--- src/rtl/serial_frame_deserializer_pkg.sv ---
// Shared definitions for the serial frame link: state encoding, frame size and word order.
// FRAME_PARITY_EN adds the CHECK state that samples the trailing parity bit.
package serial_frame_deserializer_pkg;

    localparam int NUM_WORDS  = 4;

    // Word 0 is sent first (MSB end of the frame); serializer and deserializer both use this order
    localparam int WORD_SA_I  = 0;
    localparam int WORD_SA_Q  = 1;
    localparam int WORD_CML_I = 2;
    localparam int WORD_CML_Q = 3;

`ifdef FRAME_PARITY_EN
    typedef enum logic [1:0] {
        ST_IDLE  = 2'd0,
        ST_SHIFT = 2'd1,
        ST_CHECK = 2'd2
    } state_t;
`else
    typedef enum logic [1:0] {
        ST_IDLE  = 2'd0,
        ST_SHIFT = 2'd1
    } state_t;
`endif

    function automatic int frame_bits(input int acc_width);
        return NUM_WORDS * acc_width;
    endfunction

endpackage

--- src/rtl/serial_frame_deserializer_if.sv ---
// Serial line in, four parallel accumulator words and status strobes out.
// The deserializer is the slave; the line driver / readout side is the master.
interface serial_frame_deserializer_if #(
    parameter int ACC_WIDTH = 16
);
    logic                 serialStart;
    logic                 serialIn;
    logic [ACC_WIDTH-1:0] outData_SA_I;
    logic [ACC_WIDTH-1:0] outData_SA_Q;
    logic [ACC_WIDTH-1:0] outData_CML_I;
    logic [ACC_WIDTH-1:0] outData_CML_Q;
    logic                 outValid;
    logic                 frameAbort;
    logic                 parityErr;
    logic                 busy;

    modport master (
        output serialStart, serialIn,
        input  outData_SA_I, outData_SA_Q, outData_CML_I, outData_CML_Q,
        input  outValid, frameAbort, parityErr, busy
    );

    modport slave (
        input  serialStart, serialIn,
        output outData_SA_I, outData_SA_Q, outData_CML_I, outData_CML_Q,
        output outValid, frameAbort, parityErr, busy
    );
endinterface

--- src/rtl/serial_frame_deserializer_shift_capture.sv ---
// Shift register plus bit counter for the frame deserializer; load starts a frame at bit 1.
// frame_d is the register's next value, so the FSM can capture the frame on the edge of its last bit.
module serial_shift_capture #(
    parameter int FRAME_BITS = 64,
    parameter int CNT_W      = $clog2(FRAME_BITS + 1)
) (
    input  logic                  clk,
    input  logic                  reset,
    input  logic                  load,
    input  logic                  shift,
    input  logic                  clear,
    input  logic                  bit_in,
    output logic [FRAME_BITS-1:0] frame_d,
    output logic [CNT_W-1:0]      count_q
);
    logic [FRAME_BITS-1:0] frame_q;
    logic [CNT_W-1:0]      count_d;

    always_comb begin
        frame_d = frame_q;
        count_d = count_q;
        if (clear) begin
            frame_d = '0;
            count_d = '0;
        end else if (load) begin
            frame_d = {{(FRAME_BITS-1){1'b0}}, bit_in};
            count_d = CNT_W'(1);
        end else if (shift) begin
            frame_d = {frame_q[FRAME_BITS-2:0], bit_in};
            count_d = count_q + CNT_W'(1);
        end
    end

    always_ff @(posedge clk or posedge reset) begin
        if (reset) begin
            frame_q <= '0;
            count_q <= '0;
        end else begin
            frame_q <= frame_d;
            count_q <= count_d;
        end
    end

endmodule

--- src/rtl/serial_frame_deserializer.sv ---
// Frame FSM and output word registers of the serial frame deserializer.
// Define FRAME_PARITY_EN to expect and check a trailing even-parity bit after each frame.
module serial_frame_deserializer
    import serial_frame_deserializer_pkg::*;
#(
    parameter int ACC_WIDTH = 16
) (
    input logic                        clk,
    input logic                        reset,
    serial_frame_deserializer_if.slave bus
);
    localparam int FRAME_BITS = frame_bits(ACC_WIDTH);
    localparam int CNT_W      = $clog2(FRAME_BITS + 1);

    state_t                state_q, state_d;
    logic [ACC_WIDTH-1:0]  word_q [NUM_WORDS];
    logic [ACC_WIDTH-1:0]  word_d [NUM_WORDS];
    logic                  out_valid_q, out_valid_d;
    logic                  frame_abort_q, frame_abort_d;
    logic                  load, shift, clear, capture, last_bit;
    logic [FRAME_BITS-1:0] frame_d;
    logic [CNT_W-1:0]      count_q;
`ifdef FRAME_PARITY_EN
    logic                  parity_err_q, parity_err_d;
`endif

    serial_shift_capture #(
        .FRAME_BITS (FRAME_BITS),
        .CNT_W      (CNT_W)
    ) u_capture (
        .clk     (clk),
        .reset   (reset),
        .load    (load),
        .shift   (shift),
        .clear   (clear),
        .bit_in  (bus.serialIn),
        .frame_d (frame_d),
        .count_q (count_q)
    );

    always_comb begin
        state_d       = state_q;
        word_d        = word_q;
        out_valid_d   = 1'b0;
        frame_abort_d = 1'b0;
        load          = 1'b0;
        shift         = 1'b0;
        clear         = 1'b0;
        capture       = 1'b0;
        last_bit      = (count_q == CNT_W'(FRAME_BITS - 1));
`ifdef FRAME_PARITY_EN
        parity_err_d  = 1'b0;
`endif
        case (state_q)
            ST_IDLE: begin
                if (bus.serialStart) begin
                    load    = 1'b1;
                    state_d = ST_SHIFT;
                end else begin
                    clear = 1'b1;
                end
            end
            ST_SHIFT: begin
                // A start mid-frame drops the partial frame; this cycle's bit is bit 1 of the new one
                if (bus.serialStart) begin
                    load          = 1'b1;
                    frame_abort_d = 1'b1;
                end else begin
                    shift = 1'b1;
                    if (last_bit) begin
`ifdef FRAME_PARITY_EN
                        state_d = ST_CHECK;
`else
                        state_d = ST_IDLE;
                        capture = 1'b1;
`endif
                    end
                end
            end
`ifdef FRAME_PARITY_EN
            ST_CHECK: begin
                if (bus.serialStart) begin
                    load          = 1'b1;
                    frame_abort_d = 1'b1;
                    state_d       = ST_SHIFT;
                end else begin
                    state_d = ST_IDLE;
                    if (^{frame_d, bus.serialIn}) begin
                        parity_err_d = 1'b1;
                    end else begin
                        capture = 1'b1;
                    end
                end
            end
`endif
            default: state_d = ST_IDLE;
        endcase
        if (capture) begin
            out_valid_d = 1'b1;
            for (int w = 0; w < NUM_WORDS; w++) begin
                word_d[w] = frame_d[FRAME_BITS-1-w*ACC_WIDTH -: ACC_WIDTH];
            end
        end
    end

    always_ff @(posedge clk or posedge reset) begin
        if (reset) begin
            state_q       <= ST_IDLE;
            out_valid_q   <= 1'b0;
            frame_abort_q <= 1'b0;
            for (int w = 0; w < NUM_WORDS; w++) begin
                word_q[w] <= '0;
            end
`ifdef FRAME_PARITY_EN
            parity_err_q  <= 1'b0;
`endif
        end else begin
            state_q       <= state_d;
            out_valid_q   <= out_valid_d;
            frame_abort_q <= frame_abort_d;
            word_q        <= word_d;
`ifdef FRAME_PARITY_EN
            parity_err_q  <= parity_err_d;
`endif
        end
    end

    assign bus.outData_SA_I  = word_q[WORD_SA_I];
    assign bus.outData_SA_Q  = word_q[WORD_SA_Q];
    assign bus.outData_CML_I = word_q[WORD_CML_I];
    assign bus.outData_CML_Q = word_q[WORD_CML_Q];
    assign bus.outValid      = out_valid_q;
    assign bus.frameAbort    = frame_abort_q;
    assign bus.busy          = (state_q != ST_IDLE);
`ifdef FRAME_PARITY_EN
    assign bus.parityErr     = parity_err_q;
`else
    assign bus.parityErr     = 1'b0;
`endif

endmodule

--- src/flat_wrapper.sv ---
// flat-port wrapper written by rule: the top's interface ports become plain ports
module serial_frame_deserializer_flat import serial_frame_deserializer_pkg::*;
#(
    parameter int ACC_WIDTH = 16
)
  (clk, reset, bus_serialStart, bus_serialIn, bus_outData_SA_I, bus_outData_SA_Q, bus_outData_CML_I, bus_outData_CML_Q, bus_outValid, bus_frameAbort, bus_parityErr, bus_busy);
  serial_frame_deserializer_if #(.ACC_WIDTH(ACC_WIDTH)) bus_i ();
  input logic clk;
  input logic reset;
  input wire logic [$bits(bus_i.serialStart)-1:0] bus_serialStart;
  input wire logic [$bits(bus_i.serialIn)-1:0] bus_serialIn;
  output wire logic [$bits(bus_i.outData_SA_I)-1:0] bus_outData_SA_I;
  output wire logic [$bits(bus_i.outData_SA_Q)-1:0] bus_outData_SA_Q;
  output wire logic [$bits(bus_i.outData_CML_I)-1:0] bus_outData_CML_I;
  output wire logic [$bits(bus_i.outData_CML_Q)-1:0] bus_outData_CML_Q;
  output wire logic [$bits(bus_i.outValid)-1:0] bus_outValid;
  output wire logic [$bits(bus_i.frameAbort)-1:0] bus_frameAbort;
  output wire logic [$bits(bus_i.parityErr)-1:0] bus_parityErr;
  output wire logic [$bits(bus_i.busy)-1:0] bus_busy;
  assign bus_i.serialStart = bus_serialStart;
  assign bus_i.serialIn = bus_serialIn;
  assign bus_outData_SA_I = bus_i.outData_SA_I;
  assign bus_outData_SA_Q = bus_i.outData_SA_Q;
  assign bus_outData_CML_I = bus_i.outData_CML_I;
  assign bus_outData_CML_Q = bus_i.outData_CML_Q;
  assign bus_outValid = bus_i.outValid;
  assign bus_frameAbort = bus_i.frameAbort;
  assign bus_parityErr = bus_i.parityErr;
  assign bus_busy = bus_i.busy;
  serial_frame_deserializer #(.ACC_WIDTH(ACC_WIDTH)) u_core (.clk(clk), .reset(reset), .bus(bus_i));
endmodule
--- config.mk ---
export PLATFORM = sky130hd
export DESIGN_NAME = serial_frame_deserializer_flat
export DESIGN_NICKNAME = d
export VERILOG_FILES = /design/src/rtl/serial_frame_deserializer_pkg.sv /design/src/rtl/serial_frame_deserializer_if.sv /design/src/rtl/serial_frame_deserializer_shift_capture.sv /design/src/rtl/serial_frame_deserializer.sv /design/src/flat_wrapper.sv
export SDC_FILE = /design/constraint.sdc
export NUM_CORES = 1
export LEC_CHECK = 0
export CORE_AREA = 10 10 113 115
export CTS_CLUSTER_SIZE = 25
export DETAILED_ROUTE_END_ITERATION = 10
export DIE_AREA = 0 0 123 125
export PLACE_DENSITY = 0.68
export SETUP_SLACK_MARGIN = 0.2
export SLEW_MARGIN = 10
export SYNTH_ARGS = -nofsm -noshare
export SYNTH_HDL_FRONTEND = slang
export SYNTH_SLANG_ARGS = --single-unit
--- constraint.sdc ---
create_clock -name clk -period 7.3 [get_ports clk]
set_clock_uncertainty 0.2 [all_clocks]
set_input_delay 2.19 -clock clk [delete_from_list [all_inputs] [get_ports clk]]
set_output_delay 2.19 -clock clk [all_outputs]
set_load 0.005 [all_outputs]
==> results of run 1 <==
## worst paths after layout
check,endpoint,slack (ps),cells after the start
max,bus_busy,3370,1
min,u_core.bus.outData_SA_I[15]$_DFFE_PP0P_,270,1
max reg2reg,u_core.bus.outData_SA_I[10]$_DFFE_PP0P_,5190,5
min reg2reg,u_core.bus.outData_SA_I[15]$_DFFE_PP0P_,270,1
max in group asynchronous,u_core.u_capture.frame_q[41]$_DFF_PP0_,3810,3
min in group asynchronous,u_core.bus.outData_SA_Q[10]$_DFFE_PP0P_,2050,2
## cells by family (layout without fill, tap and decap cells)
logic type / count (synthesis) / after routing / share of synthesized area, %
AO/OA/AOI/OAI: 7 / 7 / 0.880
adder cells (fa/ha/maj): 1 / 1 / 0.259
multiplexers: 64 / 64 / 14.9
other: 1 / 1 / 0.0776
flip-flops: 137 / 137 / 70.9
XOR/XNOR: 3 / 3 / 0.544
buffers and inverters: 17 / 107 / 2.28
AND/OR/NAND/NOR: 77 / 77 / 10.1
## layout by cell type (no fill, tap or decap)
| master | count |
|---|---|
| sky130_fd_sc_hd__a21o_1 | 2 |
| sky130_fd_sc_hd__a21oi_1 | 2 |
| sky130_fd_sc_hd__and2_1 | 64 |
| sky130_fd_sc_hd__buf_4 | 3 |
| sky130_fd_sc_hd__bufinv_16 | 2 |
| sky130_fd_sc_hd__clkbuf_16 | 16 |
| sky130_fd_sc_hd__clkbuf_8 | 5 |
| sky130_fd_sc_hd__clkdlybuf4s50_1 | 70 |
| sky130_fd_sc_hd__clkinv_2 | 4 |
| sky130_fd_sc_hd__clkinv_4 | 2 |
| sky130_fd_sc_hd__clkinvlp_4 | 3 |
| sky130_fd_sc_hd__conb_1 | 1 |
| sky130_fd_sc_hd__dfrtp_1 | 137 |
| sky130_fd_sc_hd__ha_1 | 1 |
| sky130_fd_sc_hd__inv_1 | 1 |
| sky130_fd_sc_hd__inv_6 | 1 |
| sky130_fd_sc_hd__mux2_1 | 49 |
| sky130_fd_sc_hd__mux2_2 | 15 |
| sky130_fd_sc_hd__nand2_1 | 2 |
| sky130_fd_sc_hd__nand2b_4 | 1 |
| sky130_fd_sc_hd__nand3_1 | 3 |
| sky130_fd_sc_hd__nor2_1 | 3 |
| sky130_fd_sc_hd__nor2b_4 | 1 |
| sky130_fd_sc_hd__nor4_4 | 1 |
| sky130_fd_sc_hd__o21a_1 | 1 |
| sky130_fd_sc_hd__o21ai_0 | 2 |
| sky130_fd_sc_hd__or3_1 | 2 |
| sky130_fd_sc_hd__xnor2_1 | 1 |
| sky130_fd_sc_hd__xor2_1 | 2 |
## final cells by class
type                            count  area, um^2
Clock buffer                       21         469
Timing Repair Buffer               73         723
Fill cell                         845        4370
Tap cell                          140         175
Inverter                            2        12.5
Clock inverter                     11         120
Multi-Input combinational cell    153        1300
Sequential cell                   137        3430
## registers in the layout, indices dropped and copies added (netlist names)
register / count
u_core.bus.outData_CML_I: 16
u_core.u_capture.count_q: 7
u_core.bus.frameAbort: 1
u_core.bus.outValid: 1
u_core.u_capture.frame_q: 63
u_core.bus.outData_SA_Q: 16
u_core.bus.outData_SA_I: 16
u_core.bus.outData_CML_Q: 16
u_core.state_q: 1
## where the power goes
group          internal, mW  switching [mW]  total (mW)  leakage, nW
clock network         0.520           0.299       0.820        0.286
logic               0.00657          0.0223      0.0289        0.919
registers             0.763         0.00291       0.766         1.90
## per-layer routing
| metal | vias up | GRT usage [%] |
|---|---|---|
| li1 | 1170 | - |
| met1 | 1269 | 14.6 |
| met2 | 56 | 16.1 |
| met3 | 9 | 6.53 |
| met5 | - | 0 |
| met4 | 0 | 4.32 |
## per-stage QoR
step                      total power, mW  cells  util (%)  area, um^2  hold WS, ps
final                                1.61    537      58.8        6230          271
after global routing                 1.68    537      58.8        6230          289
after CTS                            1.64    537      58.8        6230          277
after detailed placement            0.811    505      53.2        5640          262
after global placement              0.809    505      53.2        5640          251
after floorplan                     0.800    307         -        4830          239
==> out/results.txt, run 1 <==
The run finished with clean final reports. Yosys mapped a number of flops with a built-in enable equal to 0. The clock period minus worst slack was 3930 ps.

Sequential elements use 70.9% of the synthesized area. The most repeated cell in the gate-level netlist after synthesis was sky130_fd_sc_hd__dfrtp_1. Number of distinct standard cells referenced by the synthesized netlist: 24. Global routing used 11.5% of the available tracks across all layers. Setup repair after global routing left no endpoint under its margin. In the routed design, unresolved DRC markers number 0. The logs give 254 MHz for the timing-limited maximum frequency and 17 for the TritonCTS buffer count.

The top cell type by total area after synthesis is sky130_fd_sc_hd__dfrtp_1. Primary flip-flop cell chosen by synthesis mapping: sky130_fd_sc_hd__dfrtp_1. The tree is rooted in a sky130_fd_sc_hd__clkbuf_8. Relative to the synthesized area, the layout overhead comes to 28.9%.

The max capacitance violation total was 0. The clock tree synthesis step divided the H-tree into 4 levels. Cells with a size suffix above 1 make up 13.6% of the layout. After floorplanning, the core was sized to cover 10,600 um^2.

For the worst-skew pair, the clock arrives at the later sink with an insertion delay of 500 ps. The global-route wire length before repair was 14.0 mm. The startpoint identified for the worst hold timing path is u_core.u_capture.frame_q[62]$_DFF_PP0_. STA classifies the critical path endpoint as a primary output. The critical path buffer and inverter count was 1; the total negative slack for setup checks was 0 ps. The cell count after synthesis came out at 307. The critical path in this run is classified as reg2out. The signal on the critical path passes through clkdlybuf4s50_1.

For the number of warnings printed during yosys synthesis, the log shows 0. Each instance of the synthesized netlist takes up on average 15.7 um^2. The kind of path behind the tightest hold check is reg2reg. Met2 wire length: 3.71 mm. The initial utilization of the core area, before any placement, comes to 45.6%. The uppermost metal layer occupied by signal nets is met4.

The total global routing overflow was 0. At the placement stage, the worst setup path has a slack of 2890 ps. STA classifies the critical path startpoint as a flip-flop. For the detailed route wirelength on metal3, the log shows 780 um.

The logs give 137 for the total number of clock tree sinks and 0 for the post-cts hold buffer count. Source of the critical timing path: u_core.state_q[0]$_DFFE_PP0P_. In the final design database the tool counted 389 nets. The tools report the number of buffers inserted to repair setup after CTS as 0. For this block, the routed nets add up to 8.24 mm of wire. The count of endpoints failing hold in the final timing report was 0; the via count of the first global-routing pass was 2,749. Across the VDD grid, the largest voltage drop is 0.127 mV.

The floorplan step set the die width to 123 um. In the final routed layout, each cell accounts on average for 15.3 um. By count the netlist is led by sky130_fd_sc_hd__dfrtp_1, sky130_fd_sc_hd__and2_1, sky130_fd_sc_hd__mux2_1. The top cell type by area accounts for 70.9% of the synthesized area. The synthesized net count is 312. The HPWL after detailed placement is 5.16 mm. In the routed layout, each cell is associated on average with a via count of 4.66.

Input and output buffers added on the ports amount to 70. The pre-antenna-repair detailed-routing pass consisted of 5 iterations. Entering global routing, the biggest net connects 97 pins.

The initialized floorplan defines 38 standard-cell rows. Synthesis inferred 137 register bits. The tools report the die area as 15,400 um^2. The slew of the pin with the lowest slew margin came out at 1090 ps. After clock tree synthesis, the repair step resized 0 gates. The count of pins over their slew limit came out at 0.

The cell family contributing the most delay on the critical path is buffers and inverters. The analysis attributes to cell leakage a power of 3.10 nW. The met1 wire length came out at 3.67 mm. In this run the critical register-to-register path is launched from u_core.u_capture.count_q[0]$_DFFE_PP0P_.

The clock slew seen by the registers of the worst setup and hold paths works out to 60 ps. The final estimated routing congestion in global placement was 0.707; the worst slew slack as a fraction of its limit was 27.2%. The worst path meets setup with 3370 ps of slack. STA puts the critical path data required time at 4910 ps.

Setup violations remaining at the end of the flow were counted as 0. TritonCTS built the clock tree. The final route contains 2,504 vias. The count of boundary I/O pins was 72; the arrival time at the worst endpoint was 1540 ps. The worst path uses 53.9% of the clock period. Dividing total power by cell area gives a power density of 259 nW/um^2. The die boundary height was 125 um; the delay of the slowest cell on the worst path was 560 ps. The count of nets left with antenna violations once routing finished came out at 0. The largest fanout on the critical path is 7. Ranked by total cell area, the synthesized netlist is headed by sky130_fd_sc_hd__dfrtp_1, sky130_fd_sc_hd__mux2_1, sky130_fd_sc_hd__and2_1, sky130_fd_sc_hd__mux2_2, sky130_fd_sc_hd__buf_6. The detailed router finished its first iteration with 158 violations.

The maximum clock path buffer count is 2. The slowest stage of the critical path belongs to the cell sky130_fd_sc_hd__clkdlybuf4s50_1. The mapped netlist covers 4830 um^2. The share of synthesized flip-flops with an asynchronous set or reset is 100%.

The number of antenna violations at the first check in global routing was 0. The total inserted antenna cells is 0.
Power figures use the tool's default switching activity.
==> run 2: changes to the inputs <==
Clock period 7.3 ns to 3.8 ns, I/O delays scaled along.
==> run 2 against run 1 <==
Final area increased by 1.8%. Sequential share of layout area is 0.98 points lower. Register-to-register slack got worse by 3400 ps. Combinational power rose by 110%. Sequential cell count stayed put. Non-clock buffer count grew 1. Clock power increased by 120%. Utilization grew 1.1 points. Critical path depth unchanged. Global-route usage decreased by 0.33 points. Critical endpoint unchanged.
==> out/results.txt, run 2 (same netlist as run 1, synthesis figures left out) <==
The run finished with clean final reports. The largest register by flop count was u_core.u_capture.frame_q. For the via count of the first global-routing pass, the log shows 2,762 (+0.47%). TritonCTS built the clock tree.

The delay of the slowest cell on the worst path was 570 ps (about the same); the post-route cell area was 6340 um^2 (+1.8%). The library cells used most frequently in the layout, excluding fill and tap cells, are sky130_fd_sc_hd__dfrtp_1, sky130_fd_sc_hd__clkdlybuf4s50_1, sky130_fd_sc_hd__and2_1. The worst path needs 2890 ps of the cycle, external delays included. The worst hold endpoint is u_core.u_capture.frame_q[29]$_DFF_PP0_. The insertion delay of the later-clocked pin in the worst-skew pair was 500 ps (about the same); the final estimated routing congestion in global placement was 0.715 (+1.2%). Total core area: 10,600 um^2 (unchanged). Setup repair after global routing left no endpoint under its margin. The tools report the reg-to-reg critical path endpoint as u_core.bus.outData_CML_I[9]$_DFFE_PP0P_.

The total number of clock tree sinks is 137 (unchanged). The die extent in x was 123 um (unchanged); the timing-limited maximum frequency was 346 MHz. The fraction of layout instances using a drive strength above 1 was 13.8% (+0.22 points); the number of vias per cell after detailed routing was 4.75 (+2.0%). The detailed-route wire length is 8.32 mm (+0.93%). The final period utilization came out at 76.0%. For the remaining antenna violation count, the log shows 0 (unchanged). The run gives 833 (-1.4%) as the number of filler instances in the final layout. The run gives 5700 um^2 (+1.0%) as the placement-stage cell area. The required time reported for the critical path endpoint was 2460 ps (-2450 ps); the number of port buffers was 70 (unchanged). TritonCTS buffer count: 17 (unchanged).

The tools report the total negative slack for setup checks as 0 ps (unchanged). The tools report the buffer type at the clock tree root as sky130_fd_sc_hd__clkbuf_8. The share of total power in sequential cells came out at 44.6% (-2.9 points).

Leakage power figure: 3.14 nW (+1.2%). The count of boundary I/O pins is 72 (unchanged), and the row count is 38 (unchanged). The startpoint identified for the worst register-to-register timing path is u_core.u_capture.count_q[0]$_DFFE_PP0P_.

Starting utilization of the core area: 45.6% (unchanged). The logs give 0 (unchanged) for the total global routing overflow and 0 (unchanged) for the total inserted antenna cells. The clock power share is 53.6% (+2.8 points), and the total global-route track usage is 11.2% (-0.33 points).

The flip-flop count of the largest register, all copies and words added was 63 (unchanged); the number of detailed-routing iterations run before antenna repair was 4 (-1). The number of antenna violations at the first check in global routing is 0 (unchanged), and the peak ir drop on the vdd network is 0.321 mV (+150%). Count of pins over their slew limit: 0 (unchanged). The power density relative to cell area works out to 520 nW/um^2 (+100%). The worst setup path is launched from a flip-flop. The die area came out at 15,400 um^2 (unchanged). The logs give 138 (+42%) for the largest net degree at the start of global routing and 0 (unchanged) for the number of setup violations in the final report.

The tools report the proportion of power drawn by combinational gates as 1.8% (about the same). The tools report the source of the critical timing path as u_core.state_q[0]$_DFFE_PP0P_. The slew of the pin with the lowest slew margin was 721 ps (-368 ps); the number of cells in the design after placement was 506 (+0.20%).

The kind of path behind the tightest hold check was reg2reg. The logs give 2 (unchanged) for the maximum clock path buffer count and 0 (unchanged) for the number of cells upsized or downsized after cts. The fraction of power spent switching nets works out to 20.1% (-0.045 points). The die boundary height was 125 um (unchanged). The global-route wire length before repair is 13.8 mm (-1.6%), and the final net count is 390 (+0.26%). The type of the worst setup path was reg2out. For the count of endpoints failing hold in the final timing report, the log shows 0 (unchanged).

The largest fanout on the critical path is 7 (unchanged), and the arrival time at the worst endpoint is 1550 ps (about the same). The detailed-route via count is 2,558 (+2.2%), and the reg-to-reg setup timing slack is 1790 ps (-3400 ps). The signal on the critical path passes through clkdlybuf4s50_1. Worst hold slack: 269 ps (-2.12 ps).

The area growth from synthesis to layout is 31.3%. The run gives 538 (+0.19%) as the filler-free cell count of the finished design. STA classifies the critical path endpoint as a primary output. The cell depth of the worst hold path is 1 (unchanged). The kind of cell adding the most delay to the critical path was buffers and inverters. The number of buffers inserted to repair setup after CTS is 0 (unchanged), and the max capacitance violation total is 0 (unchanged).

The DRC violations left came out at 0 (unchanged). For the internal power consumption, the log shows 2.64 mW (+100%). The run gives 4 (unchanged) as the number of levels the H-tree was split into. The startpoint identified for the worst hold timing path is u_core.u_capture.frame_q[28]$_DFF_PP0_. The clock slew seen by the registers of the worst setup and hold paths is 60 ps (about the same), and the final HPWL from detailed placement is 5.09 mm (-1.3%). The largest individual stage delay along the critical path comes from the cell sky130_fd_sc_hd__clkdlybuf4s50_1.

The worst slew slack as a fraction of its limit came out at 51.9% (+25 points). The post-cts hold buffer count was 0 (unchanged); the post-detailed-route wirelength per cell was 15.5 um (+0.75%). The critical path buffer and inverter count is 1 (unchanged), and the number of DRC violations after detailed-routing iteration 0 is 103 (-35%). Net switching component of the power: 0.661 mW (+100%). The library cell used most frequently in the layout, excluding fill and tap cells, is sky130_fd_sc_hd__dfrtp_1.

The worst-case reg-to-reg path depth was 5 (unchanged).
run 2: cell count changes in the layout (fill, tap and decap cells not counted), moves of 2 or more:
cell,change
sky130_fd_sc_hd__bufinv_16,+3
sky130_fd_sc_hd__inv_6,+2
sky130_fd_sc_hd__buf_12,+4
sky130_fd_sc_hd__clkinv_2,-2
sky130_fd_sc_hd__clkbuf_8,-3
sky130_fd_sc_hd__buf_4,-3
run 2: final cells by class:
cell class	instances	area (um^2)	share of cell area, %
multi-input combinational	153	1300	20.5
sequential	137	3430	54.1
clock inverter	14	218	3.43
timing repair buffer	74	781	12.3
inverter	2	11.3	0.178
tap	140	175	2.76
clock buffer	18	428	6.75
run 2: routing by layer:
layer / routed length [um] / global-route usage [%] / up-vias
li1: - / - / 1170
met1: 3800 / 13.8 / 1324
met2: 3800 / 17.2 / 57
met3: 670 / 5.36 / 7
met4: 50 / 3.29 / 0
met5: 0 / 0 / -
run 2: power by group through the flow:
stage          registers (mW)  clock network (mW)  logic [mW]
2_1_floorplan            1.50                   0      0.0405
3_3_place_gp             1.50                   0      0.0611
3_5_place_dp             1.50                   0      0.0625
4_1_cts                  1.47                1.81      0.0631
5_1_grt                  1.47                1.89      0.0699
6_report                 1.47                1.77      0.0595
run 2: how the worst max path moves through the flow:
stage	endpoint	slack (ps)	cells past startpoint
global placement	u_core.bus.outData_CML_I[1]$_DFFE_PP0P_	550	5
finish	bus_busy	910	1
global route	bus_busy	850	1
floorplan	u_core.bus.frameAbort$_DFF_PP0_	750	1
detailed placement	u_core.bus.outData_CML_I[1]$_DFFE_PP0P_	520	5
CTS	bus_busy	890	1
run 2: stage by stage:
stage | power (mW) | setup WS [ps] | util, %
2_1_floorplan | 1.54 | 753 | -
3_3_place_gp | 1.56 | 546 | 53.7
3_5_place_dp | 1.56 | 517 | 53.7
4_1_cts | 3.34 | 889 | 59.8
5_1_grt | 3.43 | 847 | 59.8
6_report | 3.30 | 913 | 59.8
==> run 3: changes to the inputs <==
Clock period 3.8 ns to 3 ns, I/O delays scaled along.
==> run 3 against run 2 <==
Global-route usage rose by 0.54 points. Critical path depth did not move. Final area barely moved. Setup slack got worse by 580 ps. Register-to-register slack got worse by 790 ps. Critical path type unchanged. Die area did not move. Non-clock buffer count rose by 2. Combinational power rose by 33%.
==> out/results.txt, run 3 (same netlist as run 1, synthesis figures left out) <==
The delay of the slowest cell on the worst path is 570 ps (about the same), and the power density relative to cell area is 647 nW/um^2 (+25%). Based on the critical path, the design can be clocked at up to 375 MHz. The number of setup violations in the final report is 0 (unchanged), and the detailed-route wire length is 8.45 mm (+1.6%). The placement-stage cell area is 5720 um^2 (+0.48%), and the die boundary height is 125 um (unchanged).

The number of buffers inserted to repair setup after CTS was 0 (unchanged). The startpoint kind of the worst setup timing path is a flip-flop. The run gives 500 ps (about the same) as the insertion delay of the later-clocked pin in the worst-skew pair. The count of endpoints failing hold in the final timing report was 0 (unchanged). The library cells used most frequently in the layout, excluding fill and tap cells, are sky130_fd_sc_hd__dfrtp_1, sky130_fd_sc_hd__clkdlybuf4s50_1, sky130_fd_sc_hd__and2_1. The die area was 15,400 um^2 (unchanged).

Clock slew seen by the registers of the worst setup and hold paths: 60 ps (about the same). The global-route wire length before repair is 14.4 mm (+4.1%), and the total inserted antenna cells is 0 (unchanged). The total global-route track usage was 11.7% (+0.54 points). The tools report the total negative slack for setup checks as 0 ps (unchanged). Count of boundary I/O pins: 72 (unchanged). The logs give 2 (unchanged) for the maximum clock path buffer count and 91.8 ps (-425 ps) for the pre-CTS setup slack. The tools report the largest net degree at the start of global routing as 66 (-52%). The die extent in x came out at 123 um (unchanged). Starting utilization of the core area: 45.6% (unchanged).

The run finished with clean final reports. The clock period minus worst slack is 2660 ps, and the total core area is 10,600 um^2 (unchanged). The number of detailed-routing iterations run before antenna repair was 4 (unchanged). The largest fanout on the critical path is 7 (unchanged), and the number of levels the H-tree was split into is 4 (unchanged).

The tightest min-delay check is of the reg2reg type. The kind of cell adding the most delay to the critical path was buffers and inverters. The type of the worst setup path was reg2out. Least setup slack across all paths after layout: 335 ps (-577 ps). The tools report the endpoint kind of the worst setup timing path as a primary output.

The fraction of layout instances using a drive strength above 1 was 14.0% (+0.18 points); the flip-flop count of the largest register, all copies and words added was 63 (unchanged). The total power consumption of the routed design was 4.11 mW (+25%). Traced cell by cell, the critical path runs through clkdlybuf4s50_1. TritonCTS built the clock tree. The post-detailed-route wirelength per cell was 15.6 um (+1.2%); the peak ir drop on the vdd network was 0.348 mV (+8.6%). The buffer type at the clock tree root is sky130_fd_sc_hd__clkbuf_8. The TritonCTS buffer count was 17 (unchanged); the DRC violations left was 0 (unchanged).

The logs give 6350 um^2 (about the same) for the post-route cell area and 0 (unchanged) for the number of antenna violations at the first check in global routing. The run gives 0 (unchanged) as the post-cts hold buffer count. The area added between synthesis and finish came out at 31.4% (about the same). The detailed-route via count is 2,598 (+1.6%). The worst hold slack is 266 ps (-3.71 ps), and the critical path buffer and inverter count is 1 (unchanged). The run gives 0 (unchanged) as the count of pins over their slew limit. The total global routing overflow was 0 (unchanged); the row count was 38 (unchanged). The number of port buffers works out to 70 (unchanged).

For the leakage power figure, the log shows 3.15 nW (+0.43%). The run gives 0 (unchanged) as the remaining antenna violation count. Arrival time at the worst endpoint: 1560 ps (about the same). The tools report the required time reported for the critical path endpoint as 1900 ps (-560 ps).

Setup repair after global routing left no endpoint under its margin. The run gives 153 (+49%) as the number of DRC violations after detailed-routing iteration 0. Leaving out fill and tap cells, the most frequent cell in the layout is sky130_fd_sc_hd__dfrtp_1. The run gives 2,787 (+0.91%) as the via count of the first global-routing pass. The number of vias per cell after detailed routing is 4.81 (+1.2%).

More flip-flops sit in one register than any other, and that register is u_core.u_capture.frame_q. The logs give 0 (unchanged) for the max capacitance violation total and 137 (unchanged) for the total number of clock tree sinks. The final net count is 392 (+0.51%), and the final estimated routing congestion in global placement is 0.694 (-3.0%). The final period utilization is 88.8%. The tools report the final HPWL from detailed placement as 5.38 mm (+5.6%). The highest-delay cell along the critical path was sky130_fd_sc_hd__clkdlybuf4s50_1.

For the number of cells upsized or downsized after cts, the log shows 0 (unchanged).
-- run 3: cell count changes in the layout (fill, tap and decap cells not counted), sizes merged --
cell and change:
clkinvlp -3, clkinv +2, inv +1, buf +2
bufinv -1, clkbuf +1
-- run 3: worst paths after layout --
kind,cells after the start,slack (ps),end,startpoint
min in group asynchronous,2,570,u_core.bus.outData_SA_Q[5]$_DFFE_PP0P_,reset
min reg2reg,1,270,u_core.bus.outData_SA_I[15]$_DFFE_PP0P_,u_core.u_capture.frame_q[62]$_DFF_PP0_
max,1,340,bus_busy,u_core.state_q[0]$_DFFE_PP0P_
max reg2reg,5,1000,u_core.bus.outData_SA_Q[12]$_DFFE_PP0P_,u_core.u_capture.count_q[0]$_DFFE_PP0P_
min,1,270,u_core.bus.outData_SA_I[15]$_DFFE_PP0P_,u_core.u_capture.frame_q[62]$_DFF_PP0_
max in group asynchronous,3,1360,u_core.u_capture.count_q[6]$_DFFE_PP0P_,reset
-- run 3: through the flow --
step / utilization (%) / std cells
floorplan: - / 307
global placement: 54.0 / 508
detailed placement: 54.0 / 508
CTS: 59.9 / 540
global route: 59.9 / 540
finish: 59.9 / 540
-- run 3: layer usage --
metal / track usage, % / vias up / wire length (um)
met2: 17.2 / 58 / 3900
li1: - / 1175 / -
met5: 0 / - / 0
met1: 14.8 / 1355 / 3800
met3: 4.91 / 10 / 647
met4: 5.35 / 0 / 104
-- run 3: report_power, final --
group          internal, mW  switching [mW]
combinational        0.0237          0.0552
clock                  1.38           0.783
sequential             1.86         0.00633
-- run 3: layout make-up --
type | instances | area, um^2
inverters | 2 | 11.3
flip-flops and latches | 137 | 3430
well taps | 140 | 175
multi-input cells | 153 | 1300
clock buffers | 19 | 432
repair buffers | 76 | 808
fillers | 816 | 4260
clock inverters | 13 | 191
==> edit 1, RTL diff (config.mk and constraints of run 2) <==
The option `FRAME_PARITY_EN` is turned on by a define.
--- a/src/rtl/serial_frame_deserializer_pkg.sv
+++ b/src/rtl/serial_frame_deserializer_pkg.sv
@@ -1,5 +1,7 @@
 // Shared definitions for the serial frame link: state encoding, frame size and word order.
 // FRAME_PARITY_EN adds the CHECK state that samples the trailing parity bit.
+`define FRAME_PARITY_EN
+
 package serial_frame_deserializer_pkg;
 
     localparam int NUM_WORDS  = 4;
Formal check against the unedited RTL: same outputs for any inputs over 10 cycles, from zero or initial values and one cycle with reset high; that may be too few to reach the edited logic, so the function may still have changed.
==> edit 1 against run 2 <==
- the flow now finishes with violations (setup timing)
- synthesized cell count grew 71%
- total power up 46%
- sequential power rose by 7%
- sequential cell count rose by 3
- largest cell class is now multi-input combinational cells
- area after synthesis is 40% higher
- highest routed layer unchanged
- wire length grew to 2.7 times the old value
- worst setup slack lost 1.1 ns
- cell area increased by 55%
- hold slack better by 0.030 ns
- register-to-register slack lost 1.9 ns
- clock power down 4%
- largest power group unchanged
- combinational power grew to 26 times the old value
==> edit 1: results (changes against run 2) <==
STA
  • Count of final setup violators: 64 (was 0)
  • Final setup margin: -0.148 ns (was 0.913 ns)
  • Setup TNS: -6.64 ns (was 0 ns)
  • Slew @ Worst Pin: 0.654 ns (was 0.721 ns)
  • Hold Slack: 0.299 ns (was 0.269 ns)

Yosys
  • Compound-Gate Fraction of Synth Area: 8.83% (was 0.880%)
  • Syn Area/Cell: 12.9 µm² (was 15.7 µm²)
  • Syn nets: 535 (was 312)
  • XOR/XNOR share of the synthesized area: 9.13% (was 0.544%)
  • Synthesized-area fraction occupied by adder cells: 1.30% (was 0.259%)
  • Post-synth top cells: dfrtp_1 (140), nand2_1 (63), xnor2_1 (55) (was dfrtp_1 (137), and2_1 (64), mux2_1 (49))
  • Mux cell area share after synthesis: 19.6% (was 14.9%)
  • Post-synth cell types: 41 (was 24)
  • Seq/Total Area, Yosys: 51.9% (was 70.9%)

Placed design
  • Detail Placement HPWL: 10.5 mm (was 5.09 mm)
  • Placement Cell Area: 8200 µm² (was 5700 µm²)
  • Dpl cells: 784 (was 506)
  • Place WS: -1.04 ns (was 0.517 ns)

Cells and area
  • Fin area: 9850 µm² (was 6340 µm²)
  • Filler cell count: 333 (was 833)
  • Invs w/o clock: 5 (was 2)
  • Nets@finish: 718 (was 390)
  • # clk buffers: 21 (was 18)
  • Non-clk buf share: 19.9% (was 12.3%)
  • Clk cell area share: 5.98% (was 10.2%)
  • Ratio of cells with drive above 1 in the final layout: 41.6% (was 13.8%)
  • Area delta synth->final: 45.8% (was 31.3%)
  • FF+latch count: 140 (was 137)
  • Footprint of the multi-input gates: 3590 µm² (was 1300 µm²)
  • Max FFs per register: 64 (was 63)

Detailed routing
  • DR WL/cell: 26.0 µm (was 15.5 µm)
  • Vias: 5228 (was 2558)
  • 1st-pass router iterations: 5 (was 4)

Worst setup path
  • R2R depth: 17 (was 5)
  • Arrival time at the worst endpoint: 4.18 ns (was 1.55 ns)
  • Reg2reg start: u_core.state_q[1] (was u_core.u_capture.count_q[0])
  • Critical-path maximum fanout: 8 (was 7)
  • Worst r2r dst: u_core.bus.outData_CML_Q[13] (was u_core.bus.outData_CML_I[9])

Run status
  • Status: complete, but fails checks (was finished, final reports clean)
  • Failing checks: setup timing

Global route
  • All-Layer GR Usage: 25.8% (was 11.2%)
  • Largest net degree at the start of global routing: 61 (was 138)
  • Met1 GRT Util: 32.3% (was 13.8%)

Min path
  • Hold Path Sink: u_core.u_capture.count_q[5] (was u_core.u_capture.frame_q[29])

Pwr
  • Max VDD drop: 0.000534 V (was 0.000321 V)
## edit 1: cell count changes after synthesis, moves of 41 or more
cell            run 2  this run
nand2_1             2        63
and2_1             64         4
xnor2_1             1        55
mux2_4              0        49
mux2_1             49         5
mux2i_1             0        41
## edit 1: metal layers
layer	up-vias	part of all wire (%)
li1	2180	-
met1	2735	39
met2	260	51
met3	53	7.2
met4	0	2.9
met5	-	0
## edit 1: critical path: stages (launching register included)
cell	delay, ns
dfrtp_2	0.45
inv_4	0.10
ha_4	0.25
buf_12	0.17
buf_12	0.14
mux2i_1	0.30
o2bb2ai_2	0.14
xor2_1	0.18
xnor2_1	0.28
xnor2_1	0.13
xnor2_1	0.28
xnor2_2	0.13
xnor2_2	0.17
nor2_4	0.16
buf_4	0.15
buf_12	0.11
clkbuf_16	0.15
mux2_4	0.31
## edit 1: what timing repair did
item | 4_1_cts | 5_1_grt
resized for setup | 82 | 34
setup endpoints to repair | 66 | 65
cloned | 5 | 3
setup buffers | 30 | 6
pin swaps | 34 | 17
## edit 1: worst max path at each step
stage / start / end / slack, ns / depth (start not counted)
2_1_floorplan: bus_serialStart / u_core.bus.outData_CML_Q[10] / -0.06 / 13
3_5_place_dp: bus_serialStart / u_core.bus.outData_CML_I[8] / -1.04 / 13
6_report: u_core.state_q[1] / u_core.bus.outData_CML_Q[13] / -0.15 / 17
5_1_grt: u_core.state_q[1] / u_core.bus.outData_CML_Q[13] / -0.22 / 17
4_1_cts: u_core.state_q[1] / u_core.bus.outData_CML_I[4] / 0.16 / 14
3_3_place_gp: bus_serialStart / u_core.bus.outData_CML_I[8] / -0.91 / 13
## edit 1: report_power, final
group	switching [mW]	total, mW	internal (mW)
combinational	0.783	1.55	0.765
sequential	0.0464	1.58	1.53
clock	0.672	1.70	1.03
total	1.50	4.83	3.33
==> edit 2, RTL diff (config.mk and constraints of run 2) <==
Without the edit above. Reset style: synchronous (`reset`), changed in 2 clocked blocks.
--- a/src/rtl/serial_frame_deserializer_shift_capture.sv
+++ b/src/rtl/serial_frame_deserializer_shift_capture.sv
@@ -31,7 +31,7 @@
         end
     end
 
-    always_ff @(posedge clk or posedge reset) begin
+    always_ff @(posedge clk) begin
         if (reset) begin
             frame_q <= '0;
             count_q <= '0;
--- a/src/rtl/serial_frame_deserializer.sv
+++ b/src/rtl/serial_frame_deserializer.sv
@@ -103,7 +103,7 @@
         end
     end
 
-    always_ff @(posedge clk or posedge reset) begin
+    always_ff @(posedge clk) begin
         if (reset) begin
             state_q       <= ST_IDLE;
             out_valid_q   <= 1'b0;
Function: differs if reset is asserted again (counterexample within 4 cycles, from zero or initial values and one cycle with reset high); with reset held inactive, the same outputs for 10 cycles.
==> edit 2 against run 2 <==
- total power down 9.6%
- worst setup slack better by 0.052 ns
- wire length is 5.8% higher
- maximum frequency up 1.8%
- cell area about the same
- sequential cell count unchanged
- first-iteration DRC count up 17%
- area after synthesis increased by 5.4%
- final cell count up 25%
- critical path type unchanged
==> edit 2: results (changes against run 2) <==
Global route
  • All-Layer GR Usage: 12.0% (was 11.2%)
  • Vias in the first global route: 3130 (was 2762)
  • First-pass GRT wire length: 15.1 mm (was 13.8 mm)
  • Largest net degree at the start of global routing: 135 (was 138)

Yosys
  • Synth area leaders: dfxtp_1 (54%), mux2i_1 (13%), or2b_1 (8.8%), nand2b_1 (8.3%), and2_1 (7.7%) (was dfrtp_1 (71%), mux2_1 (11%), and2_1 (8.3%), mux2_2 (3.5%), buf_6 (1.2%))
  • Post-synth top cells: dfxtp_1 (137), nand2b_1 (68), mux2i_1 (64) (was dfrtp_1 (137), and2_1 (64), mux2_1 (49))
  • Seq/Total Area, Yosys: 53.8% (was 70.9%)
  • Post-synth cell types: 30 (was 24)
  • Ys async rst share: 0% (was 100%)

Worst setup path
  • Worst r2r dst: u_core.bus.outData_CML_Q[10] (was u_core.bus.outData_CML_I[9])
  • Setup slack, reg-to-reg: 1.70 ns (was 1.79 ns)
  • Arrival time at the worst endpoint: 1.49 ns (was 1.55 ns)
  • Critical-path maximum fanout: 8 (was 7)

Detailed routing
  • Via/cell ratio: 4.56 (was 4.75)
  • M1 WL: 4.10 mm (was 3.80 mm)
  • DRT iter0 DRCs: 121 (was 103)
  • Met2 routed wirelength: 4.03 mm (was 3.80 mm)
  • Met3 WL post-DR: 620 µm (was 670 µm)
  • WL final: 8.80 mm (was 8.32 mm)

Cells and area
  • Ratio of cells with drive above 1 in the final layout: 7.55% (was 13.8%)
  • Nets@finish: 522 (was 390)

Run status
  • Status: finished, final reports clean (unchanged)

STA
  • Slew @ Worst Pin: 0.507 ns (was 0.721 ns)

Placed design
  • Place WS: 0.545 ns (was 0.517 ns)
  • GPL Wtd Cong: 0.734 (was 0.715)

Pwr
  • Leak Pwr: 2.17 nW (was 3.14 nW)

Min path
  • Hold Path Sink: u_core.u_capture.frame_q[3] (was u_core.u_capture.frame_q[29])
==> edit 2: through the flow <==
stage	utilization [%]	hold WS, ns	total power, mW	std cells
after floorplan	-	0.221	1.51	454
after global placement	54.6	0.229	1.52	638
after detailed placement	54.6	0.231	1.52	638
after CTS	59.9	0.241	3.03	670
after global routing	59.9	0.250	3.10	670
final	59.9	0.238	2.98	670
==> edit 2: area by class of cell <==
cell class                 count  area [µm²]
clock buffer                  19         432
sequential                   137        2740
timing repair buffer          74         763
fill                         907        4260
clock inverter                13         120
tap                          140         175
inverter                       2        7.51
multi-input combinational    285        2110
==> edit 2: power by group <==
| group | leakage [nW] | switching, mW | total (mW) | internal [mW] |
|---|---|---|---|---|
| Clock | 0.253 | 0.605 | 1.49 | 0.889 |
| Sequential | 1.10 | 0.00273 | 1.44 | 1.44 |
| Combinational | 0.809 | 0.0264 | 0.0467 | 0.0203 |
| Total | 2.17 | 0.634 | 2.98 | 2.35 |
==> edit 2: routing by layer <==
layer / vias up / GRT usage (%)
li1: 1566 / -
met1: 1432 / 15.0
met2: 55 / 18.0
met3: 2 / 5.31
met4: 0 / 4.32
met5: - / 0
==> edit 2: worst max path at each step <==
| stage | slack [ns] | endpoint | cells after the start | startpoint |
|---|---|---|---|---|
| after floorplan | 1.47 | u_core.bus.outData_CML_I[0] | 5 | bus_serialStart |
| after global placement | 0.62 | u_core.bus.outData_CML_I[6] | 5 | bus_serialStart |
| after detailed placement | 0.55 | u_core.bus.outData_CML_I[7] | 5 | bus_serialStart |
| after CTS | 0.94 | bus_busy | 1 | u_core.state_q[0] |
| after global routing | 0.86 | bus_busy | 1 | u_core.state_q[0] |
| final | 0.97 | bus_busy | 1 | u_core.state_q[0] |
==> edit 2: cells by family after synthesis <==
logic type               Yosys count  share of synthesized area (%)
flip-flops                       137                           53.8
AO/OA/AOI/OAI                      6                          0.663
buffers and inverters             32                           4.94
multiplexers                      64                           12.6
other                              1                         0.0736
adder cells (fa/ha/maj)            1                          0.246
AND/OR/NAND/NOR                  210                           27.2
XOR/XNOR                           3                          0.516
